<file path="src/rtl/divider_32bit_pkg.sv">
// Shared definitions for the multi-cycle restoring divider (MIPS DIV/DIVU).
// Width is fixed at 32 for MIPS; the iteration counter must be able to hold WIDTH.
package divider_32bit_pkg;

    localparam int WIDTH = 32;
    localparam int CNT_W = 6;

    // Number of DIVIDE iterations, one quotient bit per iteration.
    localparam logic [CNT_W-1:0] ITER_COUNT = CNT_W'(WIDTH);
    localparam logic [CNT_W-1:0] CNT_ONE    = {{(CNT_W-1){1'b0}}, 1'b1};
    localparam logic [WIDTH-1:0] ONE_W      = {{(WIDTH-1){1'b0}}, 1'b1};
    localparam logic [WIDTH-1:0] ZERO_W     = {WIDTH{1'b0}};
    localparam logic [WIDTH-1:0] ONES_W     = {WIDTH{1'b1}};

    typedef enum logic [1:0] {
        ST_IDLE   = 2'd0,
        ST_DIVIDE = 2'd1,
        ST_FINISH = 2'd2
    } div_state_e;

    // Two's-complement negation used for operand magnitudes and result signs.
    function automatic logic [WIDTH-1:0] negate(input logic [WIDTH-1:0] v);
        return ~v + ONE_W;
    endfunction

endpackage

</file>
<file path="src/rtl/divider_32bit_subtractor.sv">
// Combinational a - b with borrow out, formed as a + ~b + 1 on a 32-bit adder
// structure. borrow_out is the inverted adder carry.
module subtractor_32bit
    import divider_32bit_pkg::*;
(
    input  logic [WIDTH-1:0] a,
    input  logic [WIDTH-1:0] b,
    output logic [WIDTH-1:0] diff,
    output logic             borrow_out
);

    logic [WIDTH:0] sum_s;

    assign sum_s      = {1'b0, a} + {1'b0, ~b} + {{WIDTH{1'b0}}, 1'b1};
    assign diff       = sum_s[WIDTH-1:0];
    assign borrow_out = ~sum_s[WIDTH];

endmodule

</file>
<file path="src/rtl/divider_32bit.sv">
// Multi-cycle restoring divider for MIPS DIV/DIVU: IDLE -> DIVIDE (32 iterations)
// -> FINISH. Quotient goes to LO, remainder to HI; done pulses once per result.
// Optional feature macro: DIV_ZERO_DETECT_EN (adds div_by_zero and a 2-cycle
// fast path for a zero divisor).
module divider_32bit
    import divider_32bit_pkg::*;
(
    input  logic             clk,
    input  logic             reset,
    input  logic             start,
    input  logic             is_signed,
    input  logic [WIDTH-1:0] dividend,
    input  logic [WIDTH-1:0] divisor,
    output logic             busy,
    output logic             done,
    output logic [WIDTH-1:0] quotient,
    output logic [WIDTH-1:0] remainder
`ifdef DIV_ZERO_DETECT_EN
    ,
    output logic             div_by_zero
`endif
);

    div_state_e       state_r;
    logic [CNT_W-1:0] cnt_r;
    logic [WIDTH-1:0] rem_r;
    logic [WIDTH-1:0] quo_r;
    logic [WIDTH-1:0] dvs_r;
    logic             signed_r;
    logic             dvd_neg_r;
    logic             dvs_neg_r;
`ifdef DIV_ZERO_DETECT_EN
    logic             dz_r;
`endif

    logic             dvd_neg_s;
    logic             dvs_neg_s;
    logic [WIDTH-1:0] dvd_mag_s;
    logic [WIDTH-1:0] dvs_mag_s;
    logic [WIDTH:0]   shift_s;
    logic [WIDTH-1:0] diff_s;
    logic             borrow_s;
    logic             take_s;
    logic [WIDTH-1:0] quo_fin_s;
    logic [WIDTH-1:0] rem_fin_s;

    // Operand signs only matter for DIV; DIVU treats both as unsigned magnitudes.
    assign dvd_neg_s = is_signed & dividend[WIDTH-1];
    assign dvs_neg_s = is_signed & divisor[WIDTH-1];
    assign dvd_mag_s = dvd_neg_s ? negate(dividend) : dividend;
    assign dvs_mag_s = dvs_neg_s ? negate(divisor) : divisor;

    // Shifted partial remainder is WIDTH+1 bits; a set top bit means it already
    // exceeds any 32-bit divisor, so the trial subtraction cannot borrow.
    assign shift_s = {rem_r, quo_r[WIDTH-1]};
    assign take_s  = shift_s[WIDTH] | ~borrow_s;

    subtractor_32bit u_trial_sub (
        .a          (shift_s[WIDTH-1:0]),
        .b          (dvs_r),
        .diff       (diff_s),
        .borrow_out (borrow_s)
    );

    // Sign fix-up: truncation toward zero, remainder follows the dividend sign.
    assign quo_fin_s = (signed_r & (dvd_neg_r ^ dvs_neg_r)) ? negate(quo_r) : quo_r;
    assign rem_fin_s = dvd_neg_r ? negate(rem_r) : rem_r;

    // Divider control FSM, datapath registers and registered result outputs.
    always_ff @(posedge clk or posedge reset) begin
        if (reset) begin
            state_r     <= ST_IDLE;
            cnt_r       <= '0;
            rem_r       <= '0;
            quo_r       <= '0;
            dvs_r       <= '0;
            signed_r    <= 1'b0;
            dvd_neg_r   <= 1'b0;
            dvs_neg_r   <= 1'b0;
            busy        <= 1'b0;
            done        <= 1'b0;
            quotient    <= '0;
            remainder   <= '0;
`ifdef DIV_ZERO_DETECT_EN
            dz_r        <= 1'b0;
            div_by_zero <= 1'b0;
`endif
        end else begin
            case (state_r)
                ST_IDLE: begin
                    done <= 1'b0;
                    if (start) begin
                        signed_r  <= is_signed;
                        dvd_neg_r <= dvd_neg_s;
                        dvs_neg_r <= dvs_neg_s;
                        quo_r     <= dvd_mag_s;
                        dvs_r     <= dvs_mag_s;
                        rem_r     <= '0;
                        cnt_r     <= ITER_COUNT;
                        busy      <= 1'b1;
`ifdef DIV_ZERO_DETECT_EN
                        div_by_zero <= 1'b0;
                        dz_r        <= (divisor == ZERO_W);
                        state_r     <= (divisor == ZERO_W) ? ST_FINISH : ST_DIVIDE;
`else
                        state_r   <= ST_DIVIDE;
`endif
                    end else begin
                        busy <= 1'b0;
                    end
                end
                ST_DIVIDE: begin
                    rem_r <= take_s ? diff_s : shift_s[WIDTH-1:0];
                    quo_r <= {quo_r[WIDTH-2:0], take_s};
                    cnt_r <= cnt_r - CNT_ONE;
                    if (cnt_r == CNT_ONE) begin
                        state_r <= ST_FINISH;
                    end else begin
                        state_r <= ST_DIVIDE;
                    end
                end
                ST_FINISH: begin
`ifdef DIV_ZERO_DETECT_EN
                    if (dz_r) begin
                        // DIVIDE was skipped, so quo_r still holds |dividend|.
                        quotient    <= ONES_W;
                        remainder   <= dvd_neg_r ? negate(quo_r) : quo_r;
                        div_by_zero <= 1'b1;
                    end else begin
                        quotient    <= quo_fin_s;
                        remainder   <= rem_fin_s;
                    end
`else
                    quotient  <= quo_fin_s;
                    remainder <= rem_fin_s;
`endif
                    done    <= 1'b1;
                    busy    <= 1'b0;
                    state_r <= ST_IDLE;
                end
                default: begin
                    state_r <= ST_IDLE;
                    busy    <= 1'b0;
                    done    <= 1'b0;
                end
            endcase
        end
    end

endmodule

</file>
<file path="config.mk">
export PLATFORM = sky130hd
export DESIGN_NAME = divider_32bit
export DESIGN_NICKNAME = d
export VERILOG_FILES = /design/src/rtl/divider_32bit_pkg.sv /design/src/rtl/divider_32bit_subtractor.sv /design/src/rtl/divider_32bit.sv
export SDC_FILE = /design/constraint.sdc
export NUM_CORES = 1
export LEC_CHECK = 0
export CAP_MARGIN = 0
export CELL_PAD_IN_SITES_DETAIL_PLACEMENT = 0
export CELL_PAD_IN_SITES_GLOBAL_PLACEMENT = 1
export CORE_ASPECT_RATIO = 1.1
export CORE_MARGIN = 8
export CORE_UTILIZATION = 35
export CTS_CLUSTER_DIAMETER = 30
export DETAILED_ROUTE_END_ITERATION = 8
export PLACE_DENSITY = 0.79
export REMOVE_ABC_BUFFERS = 1
export SYNTH_ARGS = -nofsm -noshare
export SYNTH_HDL_FRONTEND = slang
export SYNTH_SLANG_ARGS = --single-unit
</file>
<file path="constraint.sdc">
create_clock -name clk -period 10.6 [get_ports clk]
set_input_delay 3.18 -clock clk [delete_from_list [all_inputs] [get_ports clk]]
set_output_delay 3.18 -clock clk [all_outputs]
set_load 0.005 [all_outputs]
</file>
==> impl_metrics.yaml, run 1 <==
power_and_ir_drop:
  power_density_nw_per_um2: 323.1
  p_total_uw: 4308
  peakVddDrop_mv: 0.1574
  leakage_uw: 0.005502
logic_synthesis:
  avgSynthCellArea_sq_um: 8.506
  synth_cells: 1307
  synth-edff-count: 0
  ys.flop_type: "dfrtp_1"
  postSynth.asyncResetShare_pct: 100.0
  ys_ff_latch: 173
  synthesis.area_sq_um: 11120
  yosysUniqueCellTypes: 73
  yosysSeqAreaShare_pct: 38.94
  ys_warn_count: 0
detailed_routing:
  vias: 9526
  m1WireLength_mm: 13.72
  via_per_inst: 5.217
  highest_layer: "met4"
  wirelength_mm: 29.06
  dr.first_iter.drc_count: 424
  routed-wl-met3_mm: 1.291
  met2_length_mm: 13.43
  route.detailed.drc: 0
  ant_nets: 0
  post_drt_wl_per_cell_um: 15.91
  dr.pass1.iters: 5
floorplan:
  ioPinCount: 134
  die_w_um: 185.9
  die_h_um: 202.9
  dieArea_sq_um: 37730
  core-area_sq_um: 31310
  start_util_pct: 35.51
  num_rows: 68
cts:
  cts_buffers: 17
  cts_max_path_buffers: 2
  clk_pin_slew_worst_paths_ps: 70
  postCtsSetupBuffers: 0
  cts.sinks: 173
  h-tree-depth: 4
  postCtsHoldBufs: 0
  cts_tree: "yes"
  clkLatencyLatePin_ps: 440
  cts_root_buffer: "clkbuf_16"
  ctsResizeCount: 0
timing:
  fin_skew_ps: 8.789
  timing.hold.ws_ps: 476.5
  maxSlewViolCount: 0
  hold_viol_final: 0
  finalSetupViolCount: 0
  fin_crit_ps: 5689
  max_slew_margin_pct: 24.63
  worst_slew_pin_slew_ps: 1131
  fin_setup_tns_ps: 0
  rsz0062_at_grt: "false"
  min_period_over_period_pct: 53.67
  fmax_mhz: 175.8
hold_path:
  min_path_type: "flop to flop"
  whs_path_depth: 2
  min_from: "remainder[21]$_DFFE_PP0P_"
  hold_end: "remainder[21]$_DFFE_PP0P_"
cells_and_area:
  post-route-util_pct: 42.58
  drive_above_1_share_pct: 4.908
  synthToLayoutAreaGrowth_pct: 19.93
  multiInputGateArea_sq_um: 6339
  fill_cells: 3192
  n_antenna_cell: 0
  postLayoutCellArea_sq_um: 13330
  regArea_sq_um: 4329
  fin_nets: 1500
global_route:
  grt_pass1_wl_mm: 48.07
  antenna_found_initial: 0
  track_usage_pct: 15.72
  grt-ovfl-total: 0
  grt_max_degree: 130
  grt_pass1_vias: 9148
setup_path:
  startpoint: "divisor[8]"
  r2r_setup_slack_ps: 6990
  r2r_start: "quo_r[31]$_DFFE_PP0P_"
  r2r_end: "rem_r[0]$_DFFE_PP0P_"
  cp.arrival_ps: 5980
  r2r_cells: 12
  worst_setup_path_start_kind: "primary input"
  crit_type: "primary input to flop"
  end_kind: "flop"
  critPathMaxFanout: 5
  worstPathRequired_ps: 10900
placed_design:
  dpl_cell_area_sq_um: 12770
  gp_congestion: 0.8292
  io_buffers: 133
  hpwl_mm: 21.90
run_status:
  status: "finished clean"
flow_run:
  cap_violations: 0
routing by layer:
layer,global-route usage (%),vias up
met3,2.324,36
li1,-,4819
met1,21.16,4481
met2,25.29,190
met4,5.477,0
met5,0,-
Yosys cell counts (16+ instances only):
cell	n	area (sq um)
nand2_1	199	747.0
o21ai_0	181	905.9
dfrtp_1	173	4329
xor2_1	81	709.4
a21oi_1	73	365.4
nor2_1	64	240.2
xnor2_1	63	551.8
clkbuf_1	62	232.7
inv_1	53	198.9
ha_1	38	475.5
nand3_1	28	140.1
a22oi_1	25	187.7
o31ai_1	25	187.7
nor3_1	18	90.09
o311ai_0	18	157.7
o41ai_1	16	140.1
registers in the layout, summed over array words and instances (netlist names):
name,flops
dvs_neg_r,1
quotient,32
rem_r,32
busy,1
quo_r,32
cnt_r,6
dvd_neg_r,1
done,1
dvs_r,32
remainder,32
state_r,2
signed_r,1
final cells by class:
cell class,instances,share of cell area [%]
multi-input combinational,1009,47.54
sequential,173,32.47
timing repair buffer,139,10.32
tap,420,3.941
clock buffer,20,3.425
inverter,53,1.530
clock inverter,12,0.7695
worst max-delay path, stage by stage:
cell,delay (ps)
clkdlybuf4s50_1,450
or4_1,610
nor4_1,320
nand3_1,240
nor3b_2,390
nand3_1,190
o41ai_1,330
xor2_1,180
o21ai_0,80
logic make-up (layout without fill, tap and decap cells):
| group | Yosys count | count (layout) | share of synthesized area [%] |
|---|---|---|---|
| XOR/XNOR | 144 | 144 | 11.34 |
| flip-flops | 173 | 173 | 38.94 |
| multiplexers | 12 | 12 | 1.114 |
| adder cells (fa/ha/maj) | 39 | 39 | 4.457 |
| AO/OA/AOI/OAI | 406 | 406 | 22.62 |
| buffers and inverters | 125 | 224 | 4.333 |
| AND/OR/NAND/NOR | 408 | 408 | 17.19 |
how the worst max path moves through the flow:
stage | slack, ps | to
floorplan | 2730 | busy$_DFFE_PP0N_
detailed placement | 4480 | dvs_r[29]$_DFFE_PP0P_
finish | 4910 | dvs_r[29]$_DFFE_PP0P_
global placement | 4580 | dvs_r[29]$_DFFE_PP0P_
CTS | 4950 | dvs_r[29]$_DFFE_PP0P_
global route | 4750 | dvs_r[29]$_DFFE_PP0P_
power breakdown:
group          switching (uW)  leakage (uW)  internal (uW)
Sequential                352       0.00205            967
Combinational            1280       0.00317           1100
Clock                     281      0.000274            318
cells in the final DEF (no fill, tap or decap), types with 4 or more instances in the layout:
cell / count
nand2_1: 198
o21ai_0: 181
dfrtp_1: 173
clkdlybuf4s50_1: 133
xor2_1: 81
a21oi_1: 73
nor2_1: 64
xnor2_1: 63
inv_1: 52
ha_1: 38
nand3_1: 28
o31ai_1: 25
a22oi_1: 25
nor3_1: 18
o311ai_0: 18
clkbuf_16: 17
o41ai_1: 16
nor4_1: 11
and3_1: 11
nand2b_1: 10
or4_1: 10
mux2i_1: 9
and2_1: 8
or3_1: 8
a32oi_1: 8
a31oi_1: 7
nor2b_1: 7
nand4_1: 7
o21a_1: 7
a211oi_1: 7
or2_2: 7
o21bai_1: 6
buf_4: 6
inv_6: 5
clkinv_4: 5
a21o_1: 4
per-stage QoR:
stage	cells	worst slack, ps
after floorplan	1235	2732
after global placement	1794	4584
after detailed placement	1794	4485
after CTS	1826	4950
after global routing	1826	4745
final	1826	4911
No activity file was read; power rests on OpenSTA's default activity.
==> run 2, diff against run 1 <==
- PLACE_DENSITY: 0.79 -> 0.82
- clock period: 10.6 -> 5 ns (I/O delays scaled with it)
==> impl_metrics.yaml, run 2 (synthesis gave the netlist of run 1 again) <==
run_status:
  status: "finished clean"
placed_design:
  io_buffers: 133
  hpwl_mm: 22.12
  gp_congestion: 0.8289
power_and_ir_drop:
  peakVddDrop_mv: 0.3185
  power_density_nw_per_um2: 686.6
  leakage_uw: 0.005548
timing:
  fin_crit_ps: 3935
  finalSetupViolCount: 0
  rsz0062_at_grt: "false"
  worst_slew_pin_slew_ps: 1137
  maxSlewViolCount: 0
  min_period_over_period_pct: 78.71
  fmax_mhz: 254.1
  fin_setup_tns_ps: 0
  hold_viol_final: 0
  fin_skew_ps: 8.999
  max_slew_margin_pct: 24.21
  timing.hold.ws_ps: 474.4
cts:
  clkLatencyLatePin_ps: 440
  postCtsHoldBufs: 0
  h-tree-depth: 4
  cts_buffers: 17
  postCtsSetupBuffers: 0
  clk_pin_slew_worst_paths_ps: 70
  cts_max_path_buffers: 2
  cts.sinks: 173
  ctsResizeCount: 0
  cts_root_buffer: "clkbuf_16"
  cts_tree: "yes"
detailed_routing:
  ant_nets: 0
  route.detailed.drc: 0
  via_per_inst: 5.156
  post_drt_wl_per_cell_um: 15.99
  vias: 9457
  wirelength_mm: 29.32
  dr.first_iter.drc_count: 555
  dr.pass1.iters: 4
global_route:
  track_usage_pct: 15.59
  grt-ovfl-total: 0
  grt_max_degree: 130
  grt_pass1_vias: 9225
  antenna_found_initial: 0
  grt_pass1_wl_mm: 48.02
setup_path:
  worst_setup_path_start_kind: "flop"
  critical_path.top_delay_family: "compound AO/OA/AOI/OAI gates"
  worstPathCellList: "inv_1, ha_1, fa_1, nand2b_1, a21oi_1, o21ai_1, a211oi_1, o41a_2, a31oi_4, buf_4, mux2i_1, o21ai_0"
  cp.arrival_ps: 4240
  max_stage_delay_ps: 760
  critPathMaxFanout: 29
  crit_type: "flop to flop"
  worstPathRequired_ps: 5310
  worst-path-buf-inv: 2
  end_kind: "flop"
  cp_slowest_cell: "a31oi_4"
floorplan:
  die_h_um: 202.9
  dieArea_sq_um: 37730
  start_util_pct: 35.51
  core-area_sq_um: 31310
  ioPinCount: 134
  num_rows: 68
  die_w_um: 185.9
cells_and_area:
  n_antenna_cell: 0
  drive_above_1_share_pct: 5.446
  fin_nets: 1508
  final_common_cell: "nand2_1"
  layout_common_cells: "198 x nand2_1, 181 x o21ai_0, 173 x dfrtp_1, 133 x clkdlybuf4s50_1, 81 x xor2_1"
  synthToLayoutAreaGrowth_pct: 20.71
flow_run:
  cap_violations: 0
hold_path:
  min_path_type: "flop to flop"
==> run 2: changes by cell type in the layout (fill, tap and decap cells not counted), sizes merged <==
cell / before / now
buf: 6 / 14
bufinv: 0 / 1
clkbuf: 20 / 19
clkinv: 6 / 5
clkinvlp: 1 / 2
==> run 2: path summary, 6_finish.rpt <==
| path | from | end | slack, ps | depth (start not counted) |
|---|---|---|---|---|
| worst min register to register | cnt_r[5]$_DFFE_PP0P_ | cnt_r[5]$_DFFE_PP0P_ | 470 | 1 |
| worst min-delay path | cnt_r[5]$_DFFE_PP0P_ | cnt_r[5]$_DFFE_PP0P_ | 470 | 1 |
| worst max register to register | quo_r[31]$_DFFE_PP0P_ | rem_r[9]$_DFFE_PP0P_ | 1060 | 12 |
| min in group asynchronous | reset | quotient[28]$_DFFE_PP0P_ | 1640 | 2 |
| max in group asynchronous | reset | dvs_r[26]$_DFFE_PP0P_ | 2500 | 3 |
| worst max-delay path | quo_r[31]$_DFFE_PP0P_ | rem_r[9]$_DFFE_PP0P_ | 1060 | 12 |
==> run 2: power by group <==
part | total [uW] | internal, uW | switching [uW]
clock network | 1310 | 711 | 599
registers | 2780 | 2050 | 735
logic | 5120 | 2370 | 2750
total | 9210 | 5130 | 4080
==> run 2: worst reg2reg max path, stage by stage (launching register included) <==
cell and delay, ps:
dfrtp_1 420, inv_1 210, ha_1 230, fa_1 220
nand2b_1 140, a21oi_1 110, o21ai_1 300, a211oi_1 180
o41a_2 540, a31oi_4 760, buf_4 400, mux2i_1 220
o21ai_0 90
==> run 2: area by class of cell <==
cell class,count,area [sq um]
fill,3188,17890
tap,420,525.5
clock buffer,19,442.9
clock inverter,13,130.1
multi-input combinational,1009,6339
sequential,173,4329
inverter,53,203.9
timing repair buffer,147,1449
==> run 2: routing by layer <==
layer	global-route usage [%]	vias to the layer above	wire length, um
met4	4.455	0	483
met2	25.05	157	13500
met5	0	-	0
met1	21.32	4438	14100
li1	-	4832	-
met3	2.449	30	1241
==> run 2: through the flow <==
| step | utilization [%] | instance area [sq um] | cells | setup slack [ps] | total power (uW) |
|---|---|---|---|---|---|
| finish | 42.86 | 13420 | 1834 | 1065 | 9214 |
| CTS | 42.86 | 13420 | 1834 | 1052 | 9277 |
| global route | 42.86 | 13420 | 1834 | 782.2 | 10090 |
| global placement | 41.03 | 12850 | 1802 | 690.3 | 7834 |
| floorplan | - | 10830 | 1235 | -1189 | 6256 |
| detailed placement | 41.03 | 12850 | 1802 | 599.4 | 7940 |
